<file path="src/rtl/eta_adder_pipe.sv">
// Two-stage pipelined ETA-I adder with valid/ready streaming, runtime exact/approximate mode,
// and a saturating counter of approximate results that differ from the exact sum.
module eta_adder_pipe #(
  parameter int WIDTH   = 32,
  parameter int INEXACT = 20,
  parameter int CNT_W   = 16
) (
  input  logic             clk,
  input  logic             rst_n,
  input  logic             in_valid,
  output logic             in_ready,
  input  logic [WIDTH-1:0] a,
  input  logic [WIDTH-1:0] b,
  input  logic             mode,
  output logic             out_valid,
  input  logic             out_ready,
  output logic [WIDTH:0]   sum,
  output logic             err_flag,
  output logic [CNT_W-1:0] err_cnt,
  input  logic             clr_err
);

  localparam int L  = INEXACT;
  localparam int HW = WIDTH - INEXACT;
  localparam logic [CNT_W-1:0] CNT_MAX = '1;

  logic             r_s1_valid;
  logic [WIDTH-1:0] r_s1_a;
  logic [WIDTH-1:0] r_s1_b;
  logic             r_s1_mode;
  logic             r_s2_valid;
  logic [WIDTH:0]   r_sum;
  logic             r_err_flag;
  logic [CNT_W-1:0] r_err_cnt;

  logic             w_s2_adv;
  logic             w_accept;
  logic [L-1:0]     w_lo;
  logic [HW:0]      w_hi;
  logic [WIDTH:0]   w_approx;
  logic [WIDTH:0]   w_exact;
  logic             w_mismatch;

  // Handshake: a beat moves when valid & ready. S2 (and S1 into S2) advances when S2 is
  // empty or its result is taken; in_ready is therefore independent of in_valid.
  assign w_s2_adv = ~r_s2_valid | out_ready;
  assign in_ready = ~r_s1_valid | w_s2_adv;
  assign w_accept = in_valid & in_ready;

  // Carry-free low part: once any generate is seen scanning down from the top, all lower bits saturate to 1.
  always_comb begin
    logic v_chain;
    v_chain = 1'b0;
    w_lo    = '0;
    for (int i = L - 1; i >= 0; i--) begin
      v_chain = v_chain | (r_s1_a[i] & r_s1_b[i]);
      w_lo[i] = v_chain | (r_s1_a[i] ^ r_s1_b[i]);
    end
  end

  assign w_hi       = {1'b0, r_s1_a[WIDTH-1:L]} + {1'b0, r_s1_b[WIDTH-1:L]};
  assign w_approx   = {w_hi, w_lo};
  assign w_exact    = {1'b0, r_s1_a} + {1'b0, r_s1_b};
  assign w_mismatch = (w_approx != w_exact) & ~r_s1_mode;

  always_ff @(posedge clk or negedge rst_n) begin
    if (!rst_n) begin
      r_s1_valid <= 1'b0;
      r_s1_a     <= '0;
      r_s1_b     <= '0;
      r_s1_mode  <= 1'b0;
    end else if (w_accept) begin
      r_s1_valid <= 1'b1;
      r_s1_a     <= a;
      r_s1_b     <= b;
      r_s1_mode  <= mode;
    end else if (w_s2_adv) begin
      r_s1_valid <= 1'b0;
    end
  end

  always_ff @(posedge clk or negedge rst_n) begin
    if (!rst_n) begin
      r_s2_valid <= 1'b0;
      r_sum      <= '0;
      r_err_flag <= 1'b0;
    end else if (w_s2_adv) begin
      r_s2_valid <= r_s1_valid;
      if (r_s1_valid) begin
        r_sum      <= r_s1_mode ? w_exact : w_approx;
        r_err_flag <= w_mismatch;
      end
    end
  end

  // Clear wins over a coincident counted transfer.
  always_ff @(posedge clk or negedge rst_n) begin
    if (!rst_n) begin
      r_err_cnt <= '0;
    end else if (clr_err) begin
      r_err_cnt <= '0;
    end else if (r_s2_valid && out_ready && r_err_flag && (r_err_cnt != CNT_MAX)) begin
      r_err_cnt <= r_err_cnt + CNT_W'(1);
    end
  end

  assign out_valid = r_s2_valid;
  assign sum       = r_sum;
  assign err_flag  = r_err_flag;
  assign err_cnt   = r_err_cnt;

endmodule

</file>
<file path="config.mk">
export PLATFORM = sky130hd
export DESIGN_NAME = eta_adder_pipe
export DESIGN_NICKNAME = d
export VERILOG_FILES = /design/src/rtl/eta_adder_pipe.sv
export SDC_FILE = /design/constraint.sdc
export NUM_CORES = 1
export LEC_CHECK = 0
export BUFFER_PORTS_ARGS = -buffer_cell sky130_fd_sc_hd__clkbuf_2
export CORE_UTILIZATION = 45
export DETAILED_ROUTE_END_ITERATION = 6
export PLACE_DENSITY_LB_ADDON = 0.1
export SYNTH_ARGS = -nofsm -noshare
export SYNTH_HDL_FRONTEND = slang
export SYNTH_SLANG_ARGS = --single-unit
</file>
<file path="constraint.sdc">
create_clock -name clk -period 4.3 [get_ports clk]
set_clock_uncertainty 0.1 [all_clocks]
set_input_delay 0.215 -clock clk [delete_from_list [all_inputs] [get_ports clk]]
set_output_delay 0.215 -clock clk [all_outputs]
set_load 0.01 [all_outputs]
</file>
==> results_dict.tcl, run 1 <==
set metrics [dict create \
    synth_seq_cells 117 \
    synth.distinct_cells 67 \
    crit_chain "ha_1 -> fa_1 -> a211oi_1 -> o21bai_1 -> a2111oi_2 -> o31a_1 -> nor3b_1 -> a2111oi_0 -> o221a_2 -> and4_1 -> nor2_1" \
    cts-root-buf "clkbuf_16" \
    netlist.area_leader.share 0.417 \
    powerDensity_nw_per_um2 528 \
    grt_pass1_vias 5886 \
    io_pins 122 \
    fin_crit_sh 0.926 \
    synth-adder-area-share 0.0663 \
    rsz0062_at_grt "no" \
    yosys-top-cells-area "dfrtp_1 42%, mux2_2 11%, ha_1 6.1%, o21ai_0 3.6%, nor2_1 3.5%" \
    layout_commonest_cell "clkbuf_2" \
    synth_top_family_by_area "compound AO/OA/AOI/OAI gates" \
    synthArstFlopShare 1.00 \
    cts_tree "yes" \
    ys.flop_type "dfrtp_1" \
    fillers 1344 \
    crit_type "reg2reg" \
    yosysTopAreaCell "dfrtp_1" \
    pre_cts_ws_ns 0.405 \
    cp_max_fo 7 \
    cts_resized 0 \
    place_hpwl_mm 12.4 \
    hold_viol 0 \
    die_y_um 127 \
    finalSetupViolCount 0 \
    port_buffers 121 \
    synthSimpleGateAreaFrac 0.152 \
    antenna_cells 0 \
    start_util 0.462 \
    drive_gt1_frac 0.267 \
    power_leakage_nw 4.08 \
    yosysWarnings 0 \
    overflow 0 \
    drc 0 \
    cp.buffers_inverters 0 \
    ant_nets 0 \
    post_drt_wl_per_cell_um 16.0 \
    cp-end-kind "flip-flop" \
    cts_buffers 17 \
    cpMaxStageDelayCell "a2111oi_2" \
    synth_compound_area_frac 0.164 \
    antenna_found_initial 0 \
    syn-num-nets 819 \
    grt_pass1_wl_mm 28.7 \
    syn_area_per_cell_sq_um 9.85 \
    coreArea_sq_um 15200 \
    drt-pass1-iter-count 5 \
    tightest_slew_ns 1.11 \
    critical_path.top_delay_family "compound AO/OA/AOI/OAI gates" \
    hold_class "in2reg" \
    cp.required_ns 4.51 \
    vias 6019 \
    setup_ws_ns 0.316 \
    status "completed" \
    area_delta_synth_final_pct 29.1 \
    max_cap_violations 0 \
    viasPerCell 5.55 \
    layout_common_cells "120 x clkbuf_2, 117 x dfrtp_1, 67 x dlygate4sd3_1" \
    slew-limit-headroom 0.259 \
    drtIter0Drc 352 \
    synthMuxAreaShare 0.112 \
    clk_pin_slew_ns 0.06 \
    max_stage_delay_ns 0.66 \
    slew_violations 0 \
    num_rows 45 \
    insertion_delay_ns 0.42 \
    numClockSinks 117 \
    grtUsageTotal 0.226 \
    arrival_ns 4.19 \
    ff_latch_area_sq_um 2930 \
    syn_inst 713 \
    gp_congestion 0.911 \
    rrSetupSlack_ns 0.32 \
    synth_edf_count 0 \
    cts.path.max_buffers 2 \
    yosysSeqAreaShare 0.417 \
    die_x_um 127 \
    synthXorXnorAreaFrac 0.0593 \
    fin_nets 990 \
    fmaxAchievable_ghz 0.251 \
    finalWirelength_mm 17.4 \
    cts.htree.levels 4 \
    grt_start_max_net_pins 73 \
    crit_path_start_kind "flip-flop" \
    syn_area_sq_um 7020 \
    multi_input_area_sq_um 3890 \
    die-area_sq_um 16100 \
    tns_ns 0 \
    period_needed_ns 3.98 \
    vdd_drop_max_uv 351 \
]
## layer usage
layer / GRT usage / wire length [um] / up-vias
li1: - / - / 2926
met2: 0.370 / 8370 / 174
met1: 0.291 / 7910 / 2893
met3: 0.0481 / 807 / 26
met4: 0.0924 / 276 / 0
met5: 0 / 0 / -
## worst min-delay path, stage by stage
cell	delay, ns
clkbuf_2	0.09
nand2b_1	0.14
nand2b_1	0.06
## sequential cells by signal (all words and copies together), names as in the netlist
register,cells
r_s1_valid,1
err_cnt,16
r_s1_a,32
sum,33
err_flag,1
r_s1_mode,1
out_valid,1
r_s1_b,32
## power breakdown
group          total, W  internal (W)  switching (W)
Sequential      0.00146       0.00132       0.000143
Combinational   0.00177      0.000782       0.000987
Clock           0.00155       0.00105       0.000501
Total           0.00478       0.00315        0.00163
## through the flow
stage	instances	hold slack (ns)	area, sq um	total power (W)	utilization
floorplan	713	-0.181	7020	0.00267	-
global placement	986	0.180	7750	0.00316	0.510
detailed placement	986	0.204	7750	0.00319	0.510
CTS	1084	0.0125	9060	0.00482	0.596
global route	1084	0.0569	9060	0.00507	0.596
finish	1084	0.0345	9060	0.00478	0.596
## repair_timing
item / CTS / global route
hold endpoints to repair: 117 / 0
setup endpoints to repair: 0 / 0
hold buffers: 67 / 0
buffers inserted: 0 / 0
## synthesized netlist by cell type (all sizes together), types with 5 or more instances
library cell,n
dfrtp,117
mux2,66
nor2,65
nand2,61
o21ai,50
a21oi,36
clkbuf,35
ha,34
xnor2,23
a21o,22
xor2,22
nand3,18
nor3,14
a221oi,9
buf,9
inv,9
a211oi,8
or3,8
a31oi,7
nand2b,7
nor4,7
nand4,6
nor3b,6
o31ai,6
a2111oi,5
o21bai,5
## worst paths after layout
check                                       from                      to  cells past startpoint
hold / removal                         out_ready   out_valid$_DFFE_PN0P_                      3
setup reg to reg           r_s1_a[0]$_DFFE_PN0P_    err_flag$_DFFE_PN0P_                     11
hold reg to reg              sum[10]$_DFFE_PN0P_     sum[10]$_DFFE_PN0P_                      1
min in group asynchronous                  rst_n  err_cnt[8]$_DFFE_PN0P_                      2
max in group asynchronous                  rst_n     sum[17]$_DFFE_PN0P_                      3
setup / recovery           r_s1_a[0]$_DFFE_PN0P_    err_flag$_DFFE_PN0P_                     11
## area by class of cell
class	count	share of cell area
well taps	188	0.0260
repair buffers	196	0.148
flip-flops and latches	117	0.323
clock buffers	22	0.0512
inverters	9	0.00373
multi-input cells	543	0.429
clock inverters	9	0.0193
## logic make-up after synthesis
logic type,count (synthesis)
AO/OA/AOI/OAI,174
AND/OR/NAND/NOR,217
XOR/XNOR,46
multiplexers,70
buffers and inverters,53
flip-flops,117
adder cells (fa/ha/maj),36
Note: power is estimated with default switching activity, not from simulation.
==> run 2, diff against run 1 <==
Clock period 4.3 ns to 4.55 ns, I/O delays scaled along.
==> results_dict.tcl, run 2 (synthesis results as in run 1) <==
set metrics [dict create \
    cts_setup_buffers 0 \
    cts_tree "yes" \
    max_cap_violations 0 \
    drt-pass1-iter-count 5 \
    antenna_cells 0 \
    min_delay_path_depth 3 \
    finalSetupViolCount 0 \
    slew-limit-headroom 0.265 \
    rsz0062_at_grt "no" \
    cts-root-buf "clkbuf_16" \
    crit_end "err_flag$_DFFE_PN0P_" \
    post_drt_wl_per_cell_um 16.1 \
    fin_nets 987 \
    area_delta_synth_final_pct 28.2 \
    vdd_drop_max_uv 273 \
    cpMaxStageDelayCell "a2111oi_2" \
    crit_chain "ha_1 -> fa_1 -> a211oi_1 -> o21bai_1 -> a2111oi_2 -> o31a_1 -> nor3b_1 -> a2111oi_0 -> o221a_2 -> and4_1 -> nor2_1" \
    critical_path.top_delay_family "compound AO/OA/AOI/OAI gates" \
    place_hpwl_mm 12.3 \
    hold_class "in2reg" \
    drtIter0Drc 319 \
    die-area_sq_um 16100 \
    layout_commonest_cell "clkbuf_2" \
    cts_resized 0 \
    cts.htree.levels 4 \
    crit_path_start_kind "flip-flop" \
    clk_pin_slew_ns 0.06 \
    port_buffers 121 \
    ant_nets 0 \
    die_x_um 127 \
    status "completed" \
    grt_pass1_vias 5901 \
    grtUsageTotal 0.229 \
    crit_type "reg2reg" \
    drive_gt1_frac 0.265 \
    viasPerCell 5.57 \
    slew_violations 0 \
    ctsHoldBuffers 67 \
    worstSetupPathDepth 11 \
    tightest_slew_ns 1.10 \
    arrival_ns 4.03 \
    rr_worst_depth 11 \
    tns_ns 0 \
    coreArea_sq_um 15200 \
    grt_pass1_wl_mm 29.1 \
    cp.buffers_inverters 0 \
    dpl_cell_area_sq_um 7730 \
    powerDensity_nw_per_um2 490 \
    io_pins 122 \
    startpoint "r_s1_a[0]$_DFFE_PN0P_" \
    drc 0 \
    cts_buffers 17 \
    grt_start_max_net_pins 87 \
    max_stage_delay_ns 0.63 \
    cts.path.max_buffers 2 \
    insertion_delay_ns 0.42 \
    hold_viol 0 \
    fin_crit_sh 0.840 \
    cp_max_fo 7 \
    finalWirelength_mm 17.4 \
    cp-end-kind "flip-flop" \
    die_y_um 127 \
    vias 6026 \
    start_util 0.462 \
    stdcell_area_sq_um 9000 \
    rrSetupSlack_ns 0.73 \
    worstReg2RegStart "r_s1_a[0]$_DFFE_PN0P_" \
    gp_congestion 0.885 \
    cp.required_ns 4.76 \
    largest_reg_flops 33 \
    antenna_found_initial 0 \
    power_leakage_nw 4.05 \
    fmaxAchievable_ghz 0.262 \
    period_needed_ns 3.82 \
    overflow 0 \
    numClockSinks 117 \
    layout_common_cells "120 x clkbuf_2, 117 x dfrtp_1, 67 x dlygate4sd3_1" \
    num_rows 45 \
    reg2reg_to "err_flag$_DFFE_PN0P_" \
]
[run 2: changes by cell type in the layout (fill, tap and decap cells not counted), sizes merged]
cell,delta
clkinv,+2
clkbuf,+1
buf,-3
bufinv,-2
[run 2: metal layers]
metal / global-route usage / routed length [um] / vias to the layer above
li1: - / - / 2942
met1: 0.301 / 8210 / 2900
met2: 0.374 / 8270 / 161
met3: 0.0418 / 664 / 23
met4: 0.0896 / 296 / 0
met5: 0 / 0 / -
[run 2: where the power goes]
group / total [W] / internal (W) / switching, W
registers: 0.00138 / 0.00125 / 0.000134
clock network: 0.00136 / 0.000900 / 0.000463
logic: 0.00167 / 0.000733 / 0.000933
total: 0.00441 / 0.00288 / 0.00153
[run 2: per-stage QoR]
step / std cells / worst slack, ns / hold slack (ns) / utilization / power, W
after floorplan: 713 / 1.17 / -0.168 / - / 0.00253
after global placement: 983 / 0.893 / 0.355 / 0.509 / 0.00298
after detailed placement: 983 / 0.772 / 0.363 / 0.509 / 0.00300
after CTS: 1082 / 0.742 / 0.0265 / 0.592 / 0.00444
after global routing: 1082 / 0.387 / 0.0588 / 0.592 / 0.00470
final: 1082 / 0.730 / 0.0437 / 0.592 / 0.00441
[run 2: worst min-delay path, stage by stage]
cell and delay [ns]:
clkbuf_2 0.09, nand2b_1 0.13, nand2b_1 0.06
[run 2: area by class of cell]
type                       count  area (sq um)
multi-input combinational    543          3890
clock inverter                 9           125
clock buffer                  23           478
timing repair buffer         193          1320
tap                          188           235
fill                        1319          6200
inverter                       9          33.8
sequential                   117          2930
[run 2: worst min-delay path by stage]
stage                   start                     end
CTS                 out_ready   out_valid$_DFFE_PN0P_
global route        out_ready   out_valid$_DFFE_PN0P_
global placement     in_valid  r_s1_valid$_DFFE_PN0P_
detailed placement      a[31]  r_s1_a[31]$_DFFE_PN0P_
floorplan               rst_n  err_cnt[0]$_DFFE_PN0P_
finish              out_ready   out_valid$_DFFE_PN0P_
